==> config.mk <==
export PLATFORM = sky130hd
export DESIGN_NAME = multdiv_seq
export DESIGN_NICKNAME = d
export VERILOG_FILES = /design/src/rtl/multdiv_pkg.sv /design/src/rtl/add32.sv /design/src/rtl/multdiv_iter_counter.sv /design/src/rtl/neg32.sv /design/src/rtl/multdiv_seq.sv
export SDC_FILE = /design/constraint.sdc
export NUM_CORES = 1
export LEC_CHECK = 0
export ABC_AREA = 1
export ABC_CLOCK_PERIOD_IN_PS = 3200
export BUFFER_PORTS_ARGS = -buffer_cell sky130_fd_sc_hd__buf_4
export CORE_ASPECT_RATIO = 1.25
export CORE_MARGIN = 2
export CORE_UTILIZATION = 57
export CTS_CLUSTER_SIZE = 25
export DETAILED_ROUTE_END_ITERATION = 16
export PLACE_DENSITY = 0.8
export SYNTH_ARGS = -nofsm -noshare
export SYNTH_HDL_FRONTEND = slang
export SYNTH_SLANG_ARGS = --single-unit
==> constraint.sdc <==
create_clock -name clock -period 3.2 [get_ports clock]
set_clock_uncertainty 0.05 [all_clocks]
set_input_delay 0.64 -clock clock [delete_from_list [all_inputs] [get_ports clock]]
set_output_delay 0.64 -clock clock [all_outputs]
set_load 0.01 [all_outputs]
==> src/rtl/multdiv_pkg.sv <==
// Shared constants and state encoding for the sequential multiply/divide unit.
package multdiv_pkg;
    localparam int          ITER    = 32;
    localparam logic [31:0] INT_MIN = 32'h8000_0000;

    typedef enum logic [2:0] {
        IDLE = 3'd0,
        MUL  = 3'd1,
        DIV  = 3'd2,
        FIX  = 3'd3,
        DONE = 3'd4
    } state_t;
endpackage

==> src/rtl/add32.sv <==
// 32-bit unsigned adder with carry out.
module add32 (
    input  logic [31:0] a,
    input  logic [31:0] b,
    output logic [31:0] sum,
    output logic        cout
);
    assign {cout, sum} = {1'b0, a} + {1'b0, b};
endmodule

==> src/rtl/multdiv_iter_counter.sv <==
// 6-bit iteration counter with clear/enable and terminal count at ITER-1.
module iter_counter #(
    parameter int ITER = 32
) (
    input  logic clock,
    input  logic resetn,
    input  logic clr,
    input  logic en,
    output logic tc
);
    logic [5:0] cnt;

    always_ff @(posedge clock or negedge resetn) begin
        if (!resetn)  cnt <= '0;
        else if (clr) cnt <= '0;
        else if (en)  cnt <= cnt + 6'd1;
    end

    assign tc = (cnt == 6'(ITER - 1));
endmodule

==> src/rtl/neg32.sv <==
// 32-bit two's complement negator.
module neg32 (
    input  logic [31:0] a,
    output logic [31:0] y
);
    assign y = ~a + 32'd1;
endmodule

==> src/rtl/multdiv_seq.sv <==
// Sequential signed 32-bit multiply/divide: shift-add multiply, restoring divide,
// magnitudes computed up front and the sign applied in a final fix cycle.
module multdiv_seq #(
    parameter int WIDTH = 32,
    parameter int ITER  = 32
) (
    input  logic             clock,
    input  logic             resetn,
    input  logic             ctrl_MULT,
    input  logic             ctrl_DIV,
    input  logic [WIDTH-1:0] data_operandA,
    input  logic [WIDTH-1:0] data_operandB,
    output logic [WIDTH-1:0] data_result,
    output logic             data_exception,
    output logic             data_resultRDY,
    output logic             busy
);
    import multdiv_pkg::*;

    state_t state, state_n;

    logic [WIDTH-1:0] amag, bmag, phi, plo;
    logic             sign, is_div;
    logic             start, tc;
    logic [WIDTH-1:0] nega, negb, negbm, neglo;
    logic [WIDTH-1:0] rshift, add_a, add_b, sum;
    logic             cout;
    logic [WIDTH-1:0] fix_res;
    logic             fix_exc, mul_ovf, div_zero, div_ovf;

    assign start = ctrl_MULT | ctrl_DIV;

    neg32 u_nega  (.a(data_operandA), .y(nega));
    neg32 u_negb  (.a(data_operandB), .y(negb));
    neg32 u_negbm (.a(bmag),          .y(negbm));
    neg32 u_neglo (.a(plo),           .y(neglo));

    // Divide reuses phi as the remainder and plo as dividend/quotient shifter.
    assign rshift = {phi[WIDTH-2:0], plo[WIDTH-1]};
    assign add_a  = (state == DIV) ? rshift : phi;
    assign add_b  = (state == DIV) ? negbm  : amag;

    add32 u_add (.a(add_a), .b(add_b), .sum(sum), .cout(cout));

    iter_counter #(.ITER(ITER)) u_cnt (
        .clock (clock),
        .resetn(resetn),
        .clr   (start),
        .en    ((state == MUL) || (state == DIV)),
        .tc    (tc)
    );

    always_ff @(posedge clock or negedge resetn) begin
        if (!resetn) state <= IDLE;
        else         state <= state_n;
    end

    always_comb begin
        state_n = state;
        if (start) begin
            state_n = ctrl_MULT ? MUL : DIV;
        end else begin
            case (state)
                IDLE:    state_n = IDLE;
                MUL,
                DIV:     if (tc) state_n = FIX;
                FIX:     state_n = DONE;
                DONE:    state_n = IDLE;
                default: state_n = IDLE;
            endcase
        end
    end

    // Product magnitude exceeds signed range unless it is exactly INT_MIN with a negative sign.
    assign mul_ovf  = ((phi != '0) || plo[WIDTH-1]) &&
                      !(sign && (phi == '0) && (plo == INT_MIN));
    assign div_zero = (bmag == '0);
    assign div_ovf  = !sign && (plo == INT_MIN);

    always_comb begin
        fix_res = sign ? neglo : plo;
        fix_exc = mul_ovf;
        if (is_div) begin
            fix_exc = div_zero | div_ovf;
            if (div_zero) fix_res = '0;
        end
    end

    always_ff @(posedge clock or negedge resetn) begin
        if (!resetn) begin
            amag           <= '0;
            bmag           <= '0;
            phi            <= '0;
            plo            <= '0;
            sign           <= 1'b0;
            is_div         <= 1'b0;
            data_result    <= '0;
            data_exception <= 1'b0;
        end else if (start) begin
            amag   <= data_operandA[WIDTH-1] ? nega : data_operandA;
            bmag   <= data_operandB[WIDTH-1] ? negb : data_operandB;
            sign   <= data_operandA[WIDTH-1] ^ data_operandB[WIDTH-1];
            is_div <= !ctrl_MULT;
            phi    <= '0;
            if (ctrl_MULT) plo <= data_operandB[WIDTH-1] ? negb : data_operandB;
            else           plo <= data_operandA[WIDTH-1] ? nega : data_operandA;
        end else begin
            case (state)
                MUL: begin
                    if (plo[0]) {phi, plo} <= {cout, sum, plo[WIDTH-1:1]};
                    else        {phi, plo} <= {1'b0, phi, plo[WIDTH-1:1]};
                end
                DIV: begin
                    phi <= cout ? sum : rshift;
                    plo <= {plo[WIDTH-2:0], cout};
                end
                FIX: begin
                    data_result    <= fix_res;
                    data_exception <= fix_exc;
                end
                default: ;
            endcase
        end
    end

    assign busy           = (state != IDLE);
    assign data_resultRDY = (state == DONE);
endmodule

After elaboration in Yosys (flattened, before gate mapping). Index checks and enable logic that the tools add are counted.

Register bits: 172. Bits of input ports: 68. Logic and storage cells: 70.

Add/subtract/negate cells: 6. Equal/unequal tests: 7. Muxes and demuxes: 22. Bitwise operators: 8. Reduce and logical (&&, ||, !) cells: 17.

Operators by type and width (number): two-way mux 32 bit (13); adder 32 x 1 -> 32 bit, second input constant (4); NOT 32 bit (4); case mux 32 bit (2 select lines) (2); zero test 32 bit (2); adder 32 x 32 -> 33 bit (1); == test 32 bit, second input constant (1); nonzero test 32 bit (1); two-way mux 6 bit (2); adder 6 x 1 -> 6 bit, second input constant (1); == test 3 x 2 -> 1 bit, second input constant (2); == test 6 x 5 -> 1 bit, second input constant (1); two-way mux 3 bit (2); case mux 3 bit (2 select lines) (1); nonzero test 3 bit (2); logical AND 1 bit (4); == test 3 x 1 -> 1 bit, second input constant (1); == test 3 bit, second input constant (1); zero test 1 bit (3); != test 3 bit, second input constant (1); logical OR 1 bit (2); two-way mux 2 bit (1); OR 1 bit (2); AND reduction 2 bit (1); other kinds (5) (5).

Longest topological paths before layout.
Word-level depth: 7. Depth in mapped cells: 26. Mapped depth without buffers: 25.

Modules after synthesis. Synthesis repeated with hierarchy kept, for this count alone.

Cell total of the unflattened synthesis: 2780. Area, all modules: 16590.9 um^2.

Modules (own cells, without submodules): multdiv_seq (times used 1, cells an instance 1485, area an instance 10211.0 um^2); neg32 (times used 4, cells an instance 187, area an instance 909.6 um^2); add32 (times used 1, cells an instance 505, area an instance 2423.6 um^2); iter_counter (times used 1, cells an instance 42, area an instance 317.8 um^2).

Least setup slack after synthesis. OpenSTA, ideal clock, no wires.

Kind: reg2reg. Start point: register state[2]. End point: register phi[23]. Setup time: 0.117 ns. Arrival: 3.108 ns. Required time: 3.033 ns. Path slack: -0.075 ns. Stages on the path, launching flop included: 25. Path buffers: 4. Period minus slack after synthesis: 3.275 ns. Cells stage by stage: dfrtp_1 -> nor3_2 -> buf_2 -> buf_2 -> buf_1 -> nand2_1 -> o21ai_0 -> ha_1 -> inv_1 -> fa_1 -> inv_1 -> nand3_1 -> nand2_2 -> nand2_1 -> nand2_2 -> nand2_2 -> nand2_2 -> nand2_1 -> nand2_2 -> nand2_1 -> buf_6 -> o21ai_0 -> nand2_1 -> nand3_1 -> nand2_1.

Word-level cells in the longest chain between the ends: 6. Elaborated cells on any way between the ends: 10.

RTL lines: start: declaration (line multdiv_seq.sv:20) `state_t state, state_n;`; start signal: assignment (line multdiv_seq.sv:55) `else state <= state_n;`; == test 3 x 2 -> 1 bit (line multdiv_seq.sv:40, multdiv_seq.sv:41, multdiv_seq.sv:108); two-way mux 32 bit (on tied branches) (line multdiv_seq.sv:40, multdiv_seq.sv:41); adder 32 x 32 -> 33 bit (line add32.sv:8) `assign {cout, sum} = {1'b0, a} + {1'b0, b};`; two-way mux 32 bit (on tied branches) (line multdiv_seq.sv:114, multdiv_seq.sv:110); case mux 32 bit (2 select lines) (line multdiv_seq.sv:108) `case (state)`; two-way mux 32 bit (line multdiv_seq.sv:99) `end else if (start) begin`; end signal: assignment (line multdiv_seq.sv:110) `if (plo[0]) {phi, plo} <= {cout, sum, plo[WIDTH-1:1]};`; end signal: assignment (line multdiv_seq.sv:111) `else {phi, plo} <= {1'b0, phi, plo[WIDTH-1:1]};`; end signal: assignment (line multdiv_seq.sv:114) `phi <= cout ? sum : rshift;`; end: declaration (line multdiv_seq.sv:22) `logic [WIDTH-1:0] amag, bmag, phi, plo;`.

Parallel ways exist; a longest one is shown, timed or not. A chain may end at the register's enable or synchronous reset.

Final worst setup path.
Start point: register bmag[0]. End point: register phi[11].

Word-level cells in the longest chain between the ends: 7. Elaborated cells on any way between the ends: 8.

RTL lines: start: declaration (line multdiv_seq.sv:22); start signal: assignment (line multdiv_seq.sv:101) `bmag <= data_operandB[WIDTH-1] ? negb : data_operandB;`; NOT 32 bit (*) (line neg32.sv:6) `assign y = ~a + 32'd1;`; adder 32 x 1 -> 32 bit (*) (line neg32.sv:6); two-way mux 32 bit (*) (line multdiv_seq.sv:41) `assign add_b = (state == DIV) ? negbm : amag;`; adder 32 x 32 -> 33 bit (*) (line add32.sv:8); two-way mux 32 bit (on tied branches) (line multdiv_seq.sv:114, multdiv_seq.sv:110); case mux 32 bit (2 select lines) (*) (line multdiv_seq.sv:108); two-way mux 32 bit (*) (line multdiv_seq.sv:99).

Every way passes the cells marked *; elsewhere a longest branch is shown, timed or not.

==> results.yml <==
timing:
  totalNegativeSetupSlack_ns: -5.071
  final-hold-violation-count: 0
  max_slew_margin_pct: 33.20
  drv_slew: 0
  timing.final.crit_period_ns: 3.434
  fmax_ghz: 0.2912
  layout_setup_ws_ns: -0.2338
  setup_violations: 33
  fin_crit_sh_pct: 107.3
  tightest_slew_ns: 1.001
  rsz0062_at_grt: "true"
floorplan:
  die_h_um: 185.1
  start_util_pct: 57.68
  fp.coreArea_um2: 25930
  die_w_um: 148.9
  io_pins: 103
  dieArea_um2: 27560
  std_cell_rows: 66
finish:
  fin_nets: 2819
  area_growth_pct: 27.83
  final_util_pct: 73.74
  antenna_cells: 0
  fin_cells: 3066
  final_cell_mix: "759 x nand2_1, 312 x inv_1, 297 x buf_4"
  fill_cells: 2119
  stdcell_area_um2: 19120
  drive_gt1_share_pct: 21.57
  layout_commonest_cell: "nand2_1"
critical_path:
  crit_path_max_fanout: 5
  reg2regPathDepth: 23
  cpMostUsedCell: "buf_4"
  path_cells: "inv_2 > ha_4 > nand2_4 > nor2_4 > nand3_2 > nor2_2 > buf_4 > nand2_2 > xnor2_2 > o21ai_2 > ha_4 > nand2_4 > buf_4 > nor2_4 > buf_4 > nand3_1 > nand3b_1 > buf_6 > or2_4 > nand3_2 > a21oi_2 > nand2_1 > nand2_1"
  cp.arrival_ns: 3.72
  slowest_delay_ns: 0.39
  cp-end-kind: "flip-flop"
  required_ns: 3.49
  setup.worst_path.class: "flip-flop to flip-flop"
  startpoint_type: "flip-flop"
  r2r_start: "bmag[0]"
  cp_top_family: "simple AND/OR/NAND/NOR gates"
  crit_buf_inv: 5
  r2r-end: "phi[11]"
  r2r_slack_ns: -0.23
  critical_path.slowest_cell: "dfrtp_1"
status:
  violations: "setup timing"
  status: "finished, violations left"
synthesis:
  synth_edf_count: 0
  yosys.cell_types.count: 48
  synth.cell_area_um2: 14960
  syn_area_per_cell_um2: 6.060
  synth_warnings: 0
  yosysSeqAreaShare_pct: 28.78
  synth_fp_nets: 2574
  synth-seq-cells: 172
  synthCells: 2468
  yosys_most_used_dff: "dfrtp_1"
  async_reset_ff_share_pct: 100.0
clock_network:
  numCtsBuffers: 17
  htree_levels: 4
  clkTransAtPathRegs_ns: 0.09
  clockRootBuffer: "clkbuf_16"
  cts_hold_buf: 0
  cts_tree: "built"
  insertion_delay_ns: 0.47
  cts_sinks: 172
  clockBufferDepth: 2
global_route:
  overflow: 0
  antenna_found_initial: 0
  grt_pass1_vias: 16820
  grt_pass1_wl_um: 84940
  grt_max_degree: 85
  grt.total_usage_pct: 39.61
route:
  viasPerCell: 5.816
  drc: 0
  wirelength_um: 56310
  wire_per_inst_um: 18.37
  drt_iter0_drc: 1853
  num_vias: 17830
  ant_nets: 0
  first_pass_iters: 6
pwr:
  powerDensity_nw_per_um2: 441.2
  vdd_drop_max_uv: 385.7
  p_total_uw: 8435
  p_leak_uw: 0.009897
hold_path:
  hold_path.class: "primary input to async pin"
placed_design:
  placed_area_um2: 17300
  globalplace.congestion: 1.014
  hpwl_um: 41660
  place_inst: 3015
  portBuffers: 102
job:
  maxCapViolations: 0
-- synthesized netlist by cell type (all sizes together) (2+ instances only) --
cell type	number	area (um^2)
dfrtp	172	4304
or2	6	37.54
buf	44	250.2
o31ai	2	15.01
o22ai	4	25.02
o211ai	17	127.6
clkbuf	50	187.7
and2	2	12.51
o21ai	214	1079
a21o	3	22.52
nand3	197	991.0
clkinv	2	7.510
nand3b	8	60.06
xnor2	15	131.4
nor4	8	50.05
nor2	233	892.1
a22oi	2	15.01
a21oi	120	604.3
nand4	39	244.0
ha	37	462.9
o21bai	3	22.52
a31oi	8	50.05
inv	327	1227
xor2	84	735.7
nand2	831	3139
nor3	31	175.2
-- per-stage QoR --
step | setup slack, ns | hold WS (ns)
6_report | -0.2338 | 0.06386
5_1_grt | -0.4151 | 0.1075
4_1_cts | -0.09806 | 0.08795
3_5_place_dp | -0.4708 | 0.4215
3_3_place_gp | -0.4197 | 0.4164
2_1_floorplan | 0.02060 | 0.2944
-- worst reg2reg max path, delay by kind of cell, from the launching register on --
kind,cells,cell delay (ns)
buf+inv,5,0.66
fa+ha+maj,2,0.42
compound gates,2,0.28
simple gates,13,1.38
xor+xnor,1,0.13
flops,1,0.39
-- layer usage --
metal | vias to the layer above | GRT usage, % | share of wire [%]
met5 | - | 0 | 0
met4 | 0 | 26.93 | 8.5
met3 | 311 | 6.034 | 8.0
met2 | 1052 | 68.00 | 48
met1 | 8125 | 45.39 | 36
li1 | 8344 | - | -
-- final cells by class --
| cell class | instances | area [um^2] | area share (%) |
|---|---|---|---|
| clock buffers | 18 | 439.2 | 2.297 |
| clock inverters | 14 | 176.4 | 0.9227 |
| inverters | 329 | 1235 | 6.459 |
| multi-input cells | 1873 | 9938 | 51.98 |
| flip-flops and latches | 172 | 4307 | 22.52 |
| well taps | 340 | 425.4 | 2.225 |
| repair buffers | 320 | 2599 | 13.59 |
-- power breakdown --
| group | internal, uW | switching (uW) | leakage, uW |
|---|---|---|---|
| Sequential | 2500 | 322 | 0.00215 |
| Combinational | 1370 | 2040 | 0.00745 |
| Clock | 1140 | 1060 | 0.000293 |
-- sequential cells by signal, indices dropped and copies added (netlist names) --
name,cells
sign,1
phi,32
data_result,32
state,3
bmag,32
is_div,1
u_cnt.cnt,6
amag,32
data_exception,1
plo,32
-- timing repair --
action / in CTS / in global routing
resized for setup: 89 / 184
cloned: 0 / 2
pin swaps: 33 / 95
setup endpoints to repair: 33 / 33
buffers inserted: 9 / 9
-- worst max-delay path by stage --
stage                     cells after the start      end      from
after detailed placement                     22  phi[11]   bmag[0]
after global placement                       22  phi[11]   bmag[0]
after global routing                         22  phi[21]  bmag[10]
after floorplan                              24  phi[23]  state[2]
final                                        23  phi[11]   bmag[0]
after CTS                                    24  phi[28]   bmag[2]
-- kinds of logic (layout without fill, tap and decap cells) --
group                      count (synthesis)  count (layout)  share of synthesized area (%)
adders and majority gates                 38              38                          3.229
and+or+nand+nor                         1357            1357                          37.54
AOI/OAI and AO/OA                        379             379                          13.47
buffers and inverters                    423             681                          11.18
xor gates and xnor gates                  99              99                          5.797
DFF                                      172             172                          28.78
Power figures use the tool's default switching activity.
